<file path="src/rtl/systolic_pkg.sv">
// Constants, FSM encoding and helpers shared by the systolic feeder and the MAC array.
package systolic_pkg;

  localparam int unsigned PE_ROW_DEFAULT           = 16;
  localparam int unsigned PE_COL_DEFAULT           = 16;
  localparam int unsigned INPUT_DATA_WIDTH_DEFAULT = 8;
  localparam int unsigned DRAIN_CYCLES_DEFAULT     = 16;

  typedef enum logic [1:0] {
    StIdle  = 2'd0,
    StFeed  = 2'd1,
    StFlush = 2'd2,
    StSave  = 2'd3
  } feeder_state_e;

  function automatic int unsigned clog2(input int unsigned value);
    int unsigned result;
    result = 0;
    for (int unsigned i = 0; i < 32; i++) begin
      if ((32'd1 << i) < value) result = i + 1;
    end
    return result;
  endfunction

endpackage

</file>
<file path="src/rtl/skew_delay_line.sv">
// Fixed-depth registered shift line carrying one data word plus its valid flag.
module skew_delay_line #(
  parameter int unsigned DEPTH = 1,
  parameter int unsigned WIDTH = 8
) (
  input  logic             clk,
  input  logic             clr,
  input  logic [WIDTH-1:0] in_data,
  input  logic             in_valid,
  output logic [WIDTH-1:0] out_data,
  output logic             out_valid
);

  logic [WIDTH-1:0] data_q [DEPTH];
  logic [DEPTH-1:0] valid_q;

  always_ff @(posedge clk) begin
    if (clr) begin
      for (int unsigned i = 0; i < DEPTH; i++) data_q[i] <= '0;
      valid_q <= '0;
    end else begin
      data_q[0]  <= in_data;
      valid_q[0] <= in_valid;
      for (int unsigned i = 1; i < DEPTH; i++) begin
        data_q[i]  <= data_q[i-1];
        valid_q[i] <= valid_q[i-1];
      end
    end
  end

  assign out_data  = data_q[DEPTH-1];
  assign out_valid = valid_q[DEPTH-1];

endmodule

</file>
<file path="src/rtl/systolic_feeder.sv">
// Skews activation vectors onto the systolic array rows and pulses save once a tile has drained.
module systolic_feeder
  import systolic_pkg::*;
#(
  parameter int unsigned PE_ROW           = PE_ROW_DEFAULT,
  parameter int unsigned INPUT_DATA_WIDTH = INPUT_DATA_WIDTH_DEFAULT,
  parameter int unsigned DRAIN_CYCLES     = DRAIN_CYCLES_DEFAULT
) (
  input  logic                               clk,
  input  logic                               rst,
  input  logic [INPUT_DATA_WIDTH*PE_ROW-1:0] in_data,
  input  logic                               in_valid,
  input  logic                               in_last,
  output logic                               in_ready,
  output logic [INPUT_DATA_WIDTH*PE_ROW-1:0] out_a_bus,
  output logic [PE_ROW-1:0]                  enable,
  output logic                               save,
  output logic                               busy
);

  localparam int unsigned W       = INPUT_DATA_WIDTH;
  localparam int unsigned CntBits = clog2(PE_ROW + DRAIN_CYCLES);
  localparam int unsigned CntW    = (CntBits > 0) ? CntBits : 1;
  // Assumes PE_ROW + DRAIN_CYCLES >= 2 so the flush count is never zero.
  localparam logic [CntW-1:0] FlushLoad = CntW'(PE_ROW - 1 + DRAIN_CYCLES);

  feeder_state_e   state_q;
  logic [CntW-1:0] cnt_q;
  logic            in_ready_q;
  logic            busy_q;
  logic            save_q;
  logic            transfer;

  assign transfer = in_valid && in_ready_q;

  always_ff @(posedge clk) begin
    if (rst) begin
      state_q    <= StIdle;
      cnt_q      <= '0;
      in_ready_q <= 1'b0;
      busy_q     <= 1'b0;
      save_q     <= 1'b0;
    end else begin
      save_q <= 1'b0;
      unique case (state_q)
        StIdle, StFeed: begin
          if (transfer && in_last) begin
            state_q    <= StFlush;
            cnt_q      <= FlushLoad;
            in_ready_q <= 1'b0;
            busy_q     <= 1'b1;
          end else if (transfer) begin
            state_q    <= StFeed;
            in_ready_q <= 1'b1;
            busy_q     <= 1'b1;
          end else begin
            in_ready_q <= 1'b1;
            busy_q     <= (state_q == StFeed);
          end
        end
        StFlush: begin
          cnt_q <= cnt_q - CntW'(1);
          // Leaving on the decrement to zero lands save on the last-accept + PE_ROW + DRAIN cycle.
          if (cnt_q == CntW'(1)) begin
            state_q <= StSave;
            save_q  <= 1'b1;
          end
        end
        StSave: begin
          state_q    <= StIdle;
          in_ready_q <= 1'b1;
          busy_q     <= 1'b0;
        end
        default: state_q <= StIdle;
      endcase
    end
  end

  assign in_ready = in_ready_q;
  assign busy     = busy_q;
  assign save     = save_q;

  for (genvar r = 0; r < PE_ROW; r++) begin : g_row
    logic [W-1:0] row_in;
    logic [W-1:0] row_out;
    logic         row_valid;

    // Gating at the input keeps bubble rows at zero all the way down the line.
    assign row_in = transfer ? in_data[r*W +: W] : '0;

    skew_delay_line #(
      .DEPTH(r + 1),
      .WIDTH(W)
    ) u_line (
      .clk      (clk),
      .clr      (rst),
      .in_data  (row_in),
      .in_valid (transfer),
      .out_data (row_out),
      .out_valid(row_valid)
    );

    assign out_a_bus[r*W +: W] = row_out;
    assign enable[r]           = row_valid;
  end

endmodule
</file>
<file path="config.mk">
export PLATFORM = sky130hd
export DESIGN_NAME = systolic_feeder
export DESIGN_NICKNAME = d
export VERILOG_FILES = /design/src/rtl/systolic_pkg.sv /design/src/rtl/skew_delay_line.sv /design/src/rtl/systolic_feeder.sv
export SDC_FILE = /design/constraint.sdc
export NUM_CORES = 1
export LEC_CHECK = 0
export BUFFER_PORTS_ARGS = -buffer_cell sky130_fd_sc_hd__buf_2
export CAP_MARGIN = 40
export CORE_ASPECT_RATIO = 1.75
export CORE_UTILIZATION = 59
export DETAILED_ROUTE_END_ITERATION = 10
export PLACE_DENSITY = 0.79
export REMOVE_ABC_BUFFERS = 1
export SLEW_MARGIN = 25
export SYNTH_ARGS = -nofsm -noshare
export SYNTH_HDL_FRONTEND = slang
export SYNTH_HIERARCHICAL = 1
export SYNTH_SLANG_ARGS = --single-unit
</file>
<file path="constraint.sdc">
create_clock -name clk -period 1.4 [get_ports clk]
set_input_delay 0.42 -clock clk [delete_from_list [all_inputs] [get_ports clk]]
set_output_delay 0.42 -clock clk [all_outputs]
set_load 0.05 [all_outputs]
</file>
==> metrics.md, run 1 <==
| Metric | Value |
|---|---|
| CTS tree | `built` |
| Slowest-stage cell, CP | `dfxtp_4` |
| Filler cells | `~3.9k` |
| Cell Pwr Density | `roughly 1500 nW/µm²` |
| Critical path cell sequence | `buf_8` |
| Final WL | `53.7 mm` |
| Overall global routing resource usage | `16.6%` |
| Nets@finish | `around 3.2k` |
| R2R setup slack | `-0.15 ns` |
| Worst reg2reg path startpoint | `cnt_q[1]` |
| I/O pin total | `about 280` |
| Yosys cell types | `31` |
| Hold Path Class | `in -> reg` |
| Met3 GRT Util | `~3.7%` |
| DIE HEIGHT | `roughly 330 µm` |
| I/O Buffers | `roughly 280` |
| Core area | `60000 µm²` |
| Average size of a mapped cell | `~12 µm²` |
| TritonRoute pass-1 iters | `4` |
| Max cap viols | `0` |
| CP Data Required Time | `~1 ns` |
| Seq pwr share | `a little over half` |
| Commonest non-fill, non-tap cell in the layout | `dfxtp_1` |
| CTS clock-pin slew for the worst setup and hold paths | `about 0.070 ns` |
| VDD IR max | `between 1 and 1.5 mV` |
| Dpl ws | `-0.140 ns` |
| Pins Over Slew Limit | `0` |
| Switching Share | `20.1%` |
| Crit path max-delay family | `flip-flops` |
| Met2 usage | `about a third` |
| Vias per cell | `between 4 and 5` |
| Arrival @ worst endpoint | `1.20 ns` |
| Comb pwr share | `under 10%` |
| Fmax | `around 0.62 GHz` |
| Die area | `roughly 62000 µm²` |
| Ys Warns | `6` |
| Die width | `188 µm` |
| Launch point of the worst path | `in_ready` |
| Critical path peak fanout | `2` |
| Worst r2r path cells | `5` |
| Clock sink count | `approximately 1.2k` |
| Crit end category | `output port` |
| Detailed-route via count | `roughly 18k` |
| Final Setup Violations | `~170` |
| Row count | `roughly 120` |
| Gate Count Post-Synth | `around 2.9k` |
| Critical path's largest stage delay | `roughly 0.41 ns` |
| Outcome | `finished, violations left` |
| LEAKAGE | `about 18 nW` |
| Critical Path Start Type | `flop` |
| Worst slew margin | `61.1%` |
| First-pass GRT wire length | `83.2 mm` |
| Final hold slack | `between 0.1 and 0.15 ns` |
| Global route hottest layer | `met2` |
| Clock Power Share | `between 40 and 50%` |
| Initial core utilization | `approximately three fifths` |
| Initial detailed-routing violation count | `a little under 700` |
| Final worst-path cycle share | `116%` |
| RSZ-0062 raised after global routing | `true` |
| Share of cells above drive strength 1 | `around 28%` |
| Clk_skew | `between 0.02 and 0.025 ns` |
| Final ANT Viol Nets | `0` |
| Max Buffers Root-to-Sink | `3` |
| Antenna violations before repair | `1` |
| Buf/Inv on CP | `1` |
| CP Class | `reg -> out` |
| Final HPWL DP | `between 20 and 30 mm` |
| Terminus of the critical flop-to-flop path | `cnt_q[4]` |
| Area grow syn2layout | `18.7%` |
| M1 GR Usage | `about 17%` |
| Sequential fraction of the synthesis area | `between 60 and 70%` |
| Setup crit end | `in_ready` |
| Clk_lat worst skew | `~0.65 ns` |
| #FFs+latches synth | `around 1.2k` |
| Drt drc | `0` |
| Final hold violations | `0` |
| Avg WL per Cell | `~14 µm` |
| Netlist Area Pre-Place | `35700 µm²` |
| Largest net degree at the start of global routing | `61` |
| Root buffer cell | `clkbuf_16` |
| TritonCTS Buffers | `96` |
| Minimum clock period | `approximately 1.6 ns` |
| H-tree lvl count | `3` |
| Vias in the first global route | `18.0k` |
| Final WS setup | `-0.225 ns` |
| Failing checks | `setup timing` |
| Gpl congestion | `between 0.8 and 0.9` |
| Switching power | `13.2 mW` |
| Int Pwr | `about 52 mW` |
| CP Depth | `1` |
| Placed Cells | `between 3k and 4k` |
| Final cell count without fillers | `approximately 4.0k` |
| GRT overflow | `0` |
| Commonest non-fill, non-tap cells in the layout | `dfxtp_1 (1086), nor2b_1 (1049), nor2b_2 (155)` |
| Worst-Margin Slew | `roughly 0.58 ns` |
==> metrics by stage <==
step | instance area [µm²] | util, % | setup TNS (ns) | power, mW
after floorplan | 33800 | - | -157.25 | 36.7
after global placement | 37200 | 62.0 | -0.250 | 37.9
after global routing | 42400 | 70.7 | -28.76 | 67.9
after CTS | 42000 | 70.0 | -31.10 | 66.1
final | 42400 | 70.7 | -20.30 | 65.6
after detailed placement | 37200 | 62.0 | -0.326 | 38.0
==> Yosys cell counts (all sizes together) <==
cell type,number,area share (%)
a21o,1,0.021
o31ai,1,0.021
and4b,1,0.028
and2,1,0.018
nand4b,1,0.025
nor2b,1204,22
nand2,1,0.011
ha,2,0.070
a211oi,3,0.063
or3,2,0.035
nand2b,1,0.018
xor2,1,0.025
and3,128,2.2
o21bai,1,0.021
nor2,3,0.032
buf,227,5.0
and2b,21,0.49
or4,1,0.021
clkbuf,28,0.29
o21ai,1,0.014
inv,2,0.021
nand3b,2,0.042
nor3,4,0.056
a31oi,2,0.035
dfxtp,1234,69
a21oi,3,0.042
==> worst min-delay path by stage <==
stage | from | to | slack, ns | cells past startpoint
2_1_floorplan | g_row[1].u_line/data_q[0][7] | g_row[1].u_line/data_q[0][15] | 0.41 | 1
3_3_place_gp | g_row[4].u_line/data_q[0][1] | g_row[4].u_line/data_q[0][9] | 0.42 | 1
3_5_place_dp | g_row[13].u_line/valid_q[5] | g_row[13].u_line/valid_q[6] | 0.42 | 1
4_1_cts | in_last | state_q[0] | 0.06 | 3
5_1_grt | in_data[12] | g_row[1].u_line/data_q[0][4] | 0.09 | 3
6_report | in_data[41] | g_row[5].u_line/data_q[0][1] | 0.12 | 3
==> per-layer routing <==
metal | routed length, µm | vias to the layer above
li1 | - | 9123
met1 | 21000 | 8245
met2 | 28700 | 375
met3 | 2450 | 109
met4 | 1560 | 0
met5 | 0 | -
==> layout make-up <==
| cell class | instances | area [µm²] | area share, % |
|---|---|---|---|
| timing repair buffer | 382 | 3960 | 9.33 |
| sequential | 1234 | 24900 | 58.7 |
| multi-input combinational | 1385 | 9180 | 21.6 |
| antenna | 2 | 5.00 | 0.0118 |
| clock inverter | 44 | 552 | 1.30 |
| tap | 786 | 983 | 2.32 |
| clock buffer | 136 | 2830 | 6.67 |
| inverter | 2 | 7.51 | 0.0177 |
==> flip-flops by register name (all words and copies together) (netlist names) <==
signal / count
busy: 1
g_row.u_line/out_valid: 1
g_row.u_line/data_q: 1088
in_ready: 1
g_row.u_line/valid_q: 135
cnt_q: 5
state_q: 2
save: 1
==> cells by family after synthesis <==
family                     count (synthesis)  share of synthesized area (%)
AOI/OAI and AO/OA                         12                          0.217
xor gates and xnor gates                   1                         0.0245
adders and majority gates                  2                         0.0701
buffers and inverters                    257                           5.35
DFF                                     1234                           69.2
and+or+nand+nor                         1370                           25.2
==> power by group through the flow <==
stage / Clock, mW / Sequential (mW) / Combinational [mW]
6_report: 28.0 / 35.5 / 2.04
5_1_grt: 30.3 / 35.5 / 2.20
4_1_cts: 28.7 / 35.5 / 1.84
2_1_floorplan: 0 / 36.4 / 0.395
3_5_place_dp: 0 / 36.3 / 1.73
3_3_place_gp: 0 / 36.3 / 1.67
==> timing repair <==
| item | CTS | global route |
|---|---|---|
| gates resized for setup | 512 | 59 |
| pin swaps | 1 | 5 |
| hold buffers | 0 | 0 |
| setup endpoints to repair | 148 | 216 |
| cloned | 0 | 8 |
| setup buffers | 4 | 4 |
Note: power is estimated with default switching activity, not from simulation.
==> run 2, diff against run 1 <==
--- a/config.mk
+++ b/config.mk
@@ -5,13 +5,14 @@
 export SDC_FILE = /design/constraint.sdc
 export NUM_CORES = 1
 export LEC_CHECK = 0
-export BUFFER_PORTS_ARGS = -buffer_cell sky130_fd_sc_hd__buf_2
+export BUFFER_PORTS_ARGS = -buffer_cell sky130_fd_sc_hd__clkbuf_2
 export CAP_MARGIN = 40
 export CORE_ASPECT_RATIO = 1.75
 export CORE_UTILIZATION = 59
 export DETAILED_ROUTE_END_ITERATION = 10
 export PLACE_DENSITY = 0.79
 export REMOVE_ABC_BUFFERS = 1
+export SKIP_CTS_REPAIR_TIMING = 1
 export SLEW_MARGIN = 25
 export SYNTH_ARGS = -nofsm -noshare
 export SYNTH_HDL_FRONTEND = slang
==> run 2 against run 1 <==
Against the previous run:
- the run still ends with setup timing left
- total power is 0.19% lower
- worst setup slack better by 0.0024 ns
- critical path depth stayed put
- final cell count is 0.43% lower
- largest power group unchanged
- worst hold slack worse by 0.034 ns
- critical endpoint unchanged
- routed wire length is 6.1% lower
==> metrics.md, run 2 (synthesis gave the netlist of run 1 again) <==
| Metric | Value |
|---|---|
| Minimum clock period | `between 1.5 and 2 ns` |
| Fin Setup TNS | `-20.80 ns` |
| Failing checks | `setup timing` |
| Worst-Margin Slew | `around 0.42 ns` |
| CP Class | `reg -> out` |
| GRT overflow | `0` |
| Outcome | `finished, violations left` |
| Root buffer cell | `clkbuf_16` |
| Slowest-stage cell, CP | `dfxtp_4` |
| Area grow syn2layout | `17.5%` |
| Final Setup Violations | `approximately 150` |
| Arrival @ worst endpoint | `between 1 and 1.5 ns` |
| Gpl congestion | `about 0.80` |
| TritonRoute pass-1 iters | `4` |
| DIE HEIGHT | `about 330 µm` |
| RSZ-0062 raised after global routing | `true` |
| Met2 usage | `between 20% and 30%` |
| CP Data Required Time | `0.98 ns` |
| Clk_skew | `around 0.017 ns` |
| Cell Pwr Density | `1560 nW/µm²` |
| Largest net degree at the start of global routing | `104` |
| Die width | `about 190 µm` |
| Row count | `around 120` |
| Core area | `approximately 60000 µm²` |
| Clk_lat worst skew | `0.65 ns` |
| Max cap viols | `0` |
| Initial core utilization | `approximately three fifths` |
| VDD IR max | `about 1.2 mV` |
| Fmax | `about 0.62 GHz` |
| Critical path peak fanout | `7` |
| Buf/Inv on CP | `1` |
| Overall global routing resource usage | `15.8%` |
| Vias in the first global route | `17.6k` |
| Crit path max-delay family | `flip-flops` |
| I/O Buffers | `278` |
| Final hold violations | `0` |
| Final WL | `50.4 mm` |
| First-pass GRT wire length | `~80 mm` |
| Commonest non-fill, non-tap cells in the layout | `dfxtp_1 (1085), nor2b_1 (1054), nor2b_2 (150)` |
| Max Buffers Root-to-Sink | `3` |
| Largest regs | `g_row.u_line/data_q (1088), g_row.u_line/valid_q (135), cnt_q (5)` |
| CTS clock-pin slew for the worst setup and hold paths | `~0.07 ns` |
| Final HPWL DP | `around 30 mm` |
| Max reg flops | `roughly 1.1k` |
| Clock sink count | `1234` |
| CTS tree | `built` |
| Global route hottest layer | `met2` |
| LEAKAGE | `approximately 17 nW` |
| Initial detailed-routing violation count | `about 550` |
| Crit end category | `output port` |
| Commonest non-fill, non-tap cell in the layout | `dfxtp_1` |
| Final worst-path cycle share | `116%` |
| Vias per cell | `4.46` |
| Critical path cell sequence | `buf_12` |
| Detailed-route via count | `17.6k` |
| H-tree lvl count | `3` |
| I/O pin total | `approximately 280` |
| Pins Over Slew Limit | `0` |
| Drt drc | `0` |
| Critical Path Start Type | `flop` |
| Antenna violations before repair | `0` |
| Worst slew margin | `between 70 and 80%` |
| Avg WL per Cell | `12.7 µm` |
| Nets@finish | `around 3.2k` |
| Post-layout util | `between 60% and 70%` |
| Dpl ws | `-0.0350 ns` |
| M1 GR Usage | `~17%` |
| Final ANT Viol Nets | `0` |
| Hold Path Class | `in -> reg` |
| Critical path's largest stage delay | `approximately 0.4 ns` |
| Die area | `roughly 60000 µm²` |
| Final WS setup | `-0.222 ns` |
| Met3 GRT Util | `under 10%` |
| TritonCTS Buffers | `a little under 100` |
| Share of cells above drive strength 1 | `26.7%` |
| Filler cells | `between 3k and 4k` |
| Reg with most FFs | `g_row.u_line/data_q` |
run 2: cell types whose count changed in the layout (fill, tap and decap cells not counted), moves of 6 or more:
| cell | previous run | this run |
|---|---|---|
| clkbuf_2 | 0 | 129 |
| and3_4 | 6 | 0 |
| buf_6 | 57 | 83 |
| buf_8 | 96 | 64 |
| buf_2 | 129 | 0 |
| and3_1 | 122 | 128 |
run 2: final timing paths:
kind	start	endpoint	slack (ns)	cells past startpoint
min reg2reg	g_row[15].u_line/data_q[0][48]	g_row[15].u_line/data_q[0][56]	0.43	1
min	in_last	state_q[0]	0.09	3
max	in_ready	in_ready	-0.22	1
max reg2reg	cnt_q[0]	cnt_q[3]	-0.05	3
run 2: cell type report:
class / instances / area (µm²) / share of cell area, %
antenna: 1 / 2.50 / 0.00596
clock buffer: 136 / 2850 / 6.78
clock inverter: 44 / 546 / 1.30
inverter: 2 / 7.51 / 0.0179
multi-input combinational: 1385 / 9110 / 21.7
sequential: 1234 / 24900 / 59.3
tap: 786 / 983 / 2.34
timing repair buffer: 366 / 3580 / 8.53
run 2: metal layers:
metal  part of all wire, %  vias up  wire [µm]
met4                   3.1        0       1550
met3                   4.5       96       2260
li1                      -     9071          -
met1                    39     8116      19400
met5                     0        -          0
met2                    54      339      27200
run 2: power breakdown:
group          internal [mW]  total (mW)  switching, mW
sequential              35.4        35.5          0.100
clock                   16.2        28.1           12.0
combinational          0.777        1.80           1.02
total                   52.3        65.4           13.1
run 2: metrics by stage:
step	hold slack (ns)	power (mW)	std cells	area (µm²)
global route	0.0857	67.8	3953	42000
detailed placement	0.420	38.0	3768	37200
global placement	0.415	37.9	3768	37200
floorplan	0.411	36.7	2621	33800
CTS	0.0433	66.1	3948	40600
finish	0.0894	65.4	3954	42000
run 2: worst register-to-register path, delay by kind of cell, from the launching register on:
family | cells | cell delay, ns
simple gates | 2 | 0.81
flops | 1 | 0.36
compound gates | 1 | 0.20
==> run 3, diff against run 2 <==
==> constraint.sdc (replaced) <==
create_clock -name clk -period 1.4 [get_ports clk]
set_input_delay 0.07 -clock clk [delete_from_list [all_inputs] [get_ports clk]]
set_output_delay 0.07 -clock clk [all_outputs]
set_load 0.05 [all_outputs]
==> run 3 against run 2 <==
Against the previous run:
- the flow still finishes with violations (setup timing)
- final cell count grew 2.8%
- critical path depth increased by 1
- total power rose by 2.7%
- combinational power increased by 14%
- utilization is 0.077 points lower
- global-route usage down 0.40 points
- first-iteration DRC count grew 29%
- sequential power barely moved
- clock skew up 0.010 ns
- worst setup slack improved by 0.22 ns
- sequential share of layout area shrank 0.39 points
- highest routed layer unchanged
==> metrics.md, run 3 (synthesis gave the netlist of run 1 again) <==
| Metric | Value |
|---|---|
| Avg WL per Cell | `around 13 µm` |
| Met2 usage | `between 20% and 30%` |
| Largest net degree at the start of global routing | `~100` |
| VDD IR max | `1.27 mV` |
| Failing checks | `setup timing` |
| Worst reg2reg path startpoint | `in_ready` |
| Terminus of the critical flop-to-flop path | `cnt_q[0]` |
| Cell Pwr Density | `between 1500 and 2000 nW/µm²` |
| Global route hottest layer | `met2` |
| Largest regs | `g_row.u_line/data_q (1088), g_row.u_line/valid_q (135), cnt_q (5)` |
| Multi-input gate area | `slightly above 9000 µm²` |
| Commonest non-fill, non-tap cells in the layout | `dfxtp_1 (1232), nor2b_1 (1054), clkbuf_2 (271)` |
| Seq pwr share | `between 50% and 60%` |
| I/O pin total | `279` |
| Worst r2r path cells | `4` |
| LEAKAGE | `~18 nW` |
| Hold Path End | `g_row[3].u_line/valid_q[0]` |
| Reg area | `24700 µm²` |
| Switching Share | `19.9%` |
| Final worst-path cycle share | `100%` |
| Arrival @ worst endpoint | `about 1.3 ns` |
| Gpl congestion | `0.779` |
| Clk_lat worst skew | `roughly 0.64 ns` |
| Vias per cell | `roughly 4.5` |
| Hold Path Class | `in -> reg` |
| Max Buffers Root-to-Sink | `3` |
| M1 GR Usage | `between 10% and 20%` |
| Met3 GRT Util | `under 10%` |
| Final HPWL DP | `about 29 mm` |
| CTS tree | `built` |
| Min-Delay Startpoint | `in_valid` |
| I/O Buffers | `278` |
| Outcome | `finished, violations left` |
| Crit end category | `output port` |
| Pins Over Slew Limit | `0` |
| GRT overflow | `0` |
| First-pass GRT wire length | `between 70 and 80 mm` |
| Int Pwr | `between 50 and 60 mW` |
| Final WL | `54.8 mm` |
| TritonCTS Buffers | `99` |
| Max cap viols | `0` |
| CP Class | `reg -> out` |
| Share of cells above drive strength 1 | `between 20% and 30%` |
| Fmax | `about 0.7 GHz` |
| Core area | `between 60000 and 70000 µm²` |
| Clock sink count | `around 1.2k` |
| RSZ-0062 raised after global routing | `true` |
| Area grow syn2layout | `17.4%` |
| TritonRoute pass-1 iters | `4` |
| Critical path peak fanout | `6` |
| Die area | `roughly 62000 µm²` |
| H-tree lvl count | `3` |
| Final Setup Violations | `1` |
| Max reg flops | `~1.1k` |
| Minimum clock period | `between 1 and 1.5 ns` |
| Clock Power Share | `between 40% and 50%` |
| CP Data Required Time | `~1.3 ns` |
| Commonest non-fill, non-tap cell in the layout | `dfxtp_1` |
| Root buffer cell | `clkbuf_16` |
| Initial core utilization | `between 50 and 60%` |
| Clk_skew | `roughly 0.027 ns` |
| Dpl ws | `~0.10 ns` |
| R2R setup slack | `approximately 0.11 ns` |
| Row count | `119` |
| Reg with most FFs | `g_row.u_line/data_q` |
| Final hold slack | `approximately 0.07 ns` |
| Vias in the first global route | `approximately 17k` |
| Worst hold path depth | `3` |
| Switching power | `approximately 13 mW` |
| Nets@finish | `approximately 3.3k` |
| Critical Path Start Type | `flop` |
| Die width | `about 190 µm` |
| Worst slew margin | `between 60% and 70%` |
| Antenna violations before repair | `3` |
| Initial detailed-routing violation count | `around 710` |
| Detailed-route via count | `approximately 18k` |
| Final WS setup | `-0.00370 ns` |
| Final ANT Viol Nets | `0` |
| Final hold violations | `0` |
| DIE HEIGHT | `between 300 and 400 µm` |
| Filler cells | `3948` |
| Comb pwr share | `between 3 and 4%` |
| Overall global routing resource usage | `between 15 and 20%` |
| Drt drc | `0` |
| CTS clock-pin slew for the worst setup and hold paths | `0.07 ns` |
| Worst-Margin Slew | `about 0.48 ns` |
==> run 3: routing by layer <==
layer  share of wire, %  wire [µm]
met5                  0          0
met4                3.6       1980
met3                4.2       2320
met2                 53      28900
met1                 39      21600
==> run 3: worst max-delay path, stage by stage (launching register included) <==
cell and delay [ns]:
dfxtp_4 0.41, buf_16 0.14, buf_12 0.13
==> run 3: final cells by class <==
type | instances | area share [%]
tap | 786 | 2.35
sequential | 1234 | 58.9
inverter | 2 | 0.0179
multi-input combinational | 1385 | 21.7
clock buffer | 134 | 6.88
timing repair buffer | 469 | 8.39
antenna | 4 | 0.0239
clock inverter | 52 | 1.72
==> run 3: worst max-delay path by stage <==
stage	startpoint	to	cells after the start
floorplan	in_ready	cnt_q[3]	3
global placement	cnt_q[0]	cnt_q[4]	5
detailed placement	cnt_q[0]	cnt_q[4]	5
CTS	in_ready	in_ready	2
global route	in_ready	in_ready	2
finish	in_ready	in_ready	2
==> run 3: power groups by stage <==
stage	clock network (mW)	logic [mW]	registers (mW)
after floorplan	0	0.395	36.4
after global placement	0	1.59	36.3
after detailed placement	0	1.64	36.3
after CTS	30.3	1.65	35.5
after global routing	31.8	2.22	35.5
final	29.7	2.06	35.5
==> run 3: stage by stage <==
| stage | TNS [ns] | instance area, µm² | total power [mW] | util, % | instances |
|---|---|---|---|---|---|
| 2_1_floorplan | -156.90 | 33800 | 36.7 | - | 2621 |
| 3_3_place_gp | 0 | 36900 | 37.8 | 61.5 | 3739 |
| 3_5_place_dp | 0 | 36900 | 37.9 | 61.5 | 3739 |
| 4_1_cts | -0.407 | 40500 | 67.4 | 67.5 | 3925 |
| 5_1_grt | -0.0664 | 41900 | 69.5 | 69.9 | 4065 |
| 6_report | -0.00370 | 41900 | 67.2 | 69.9 | 4066 |
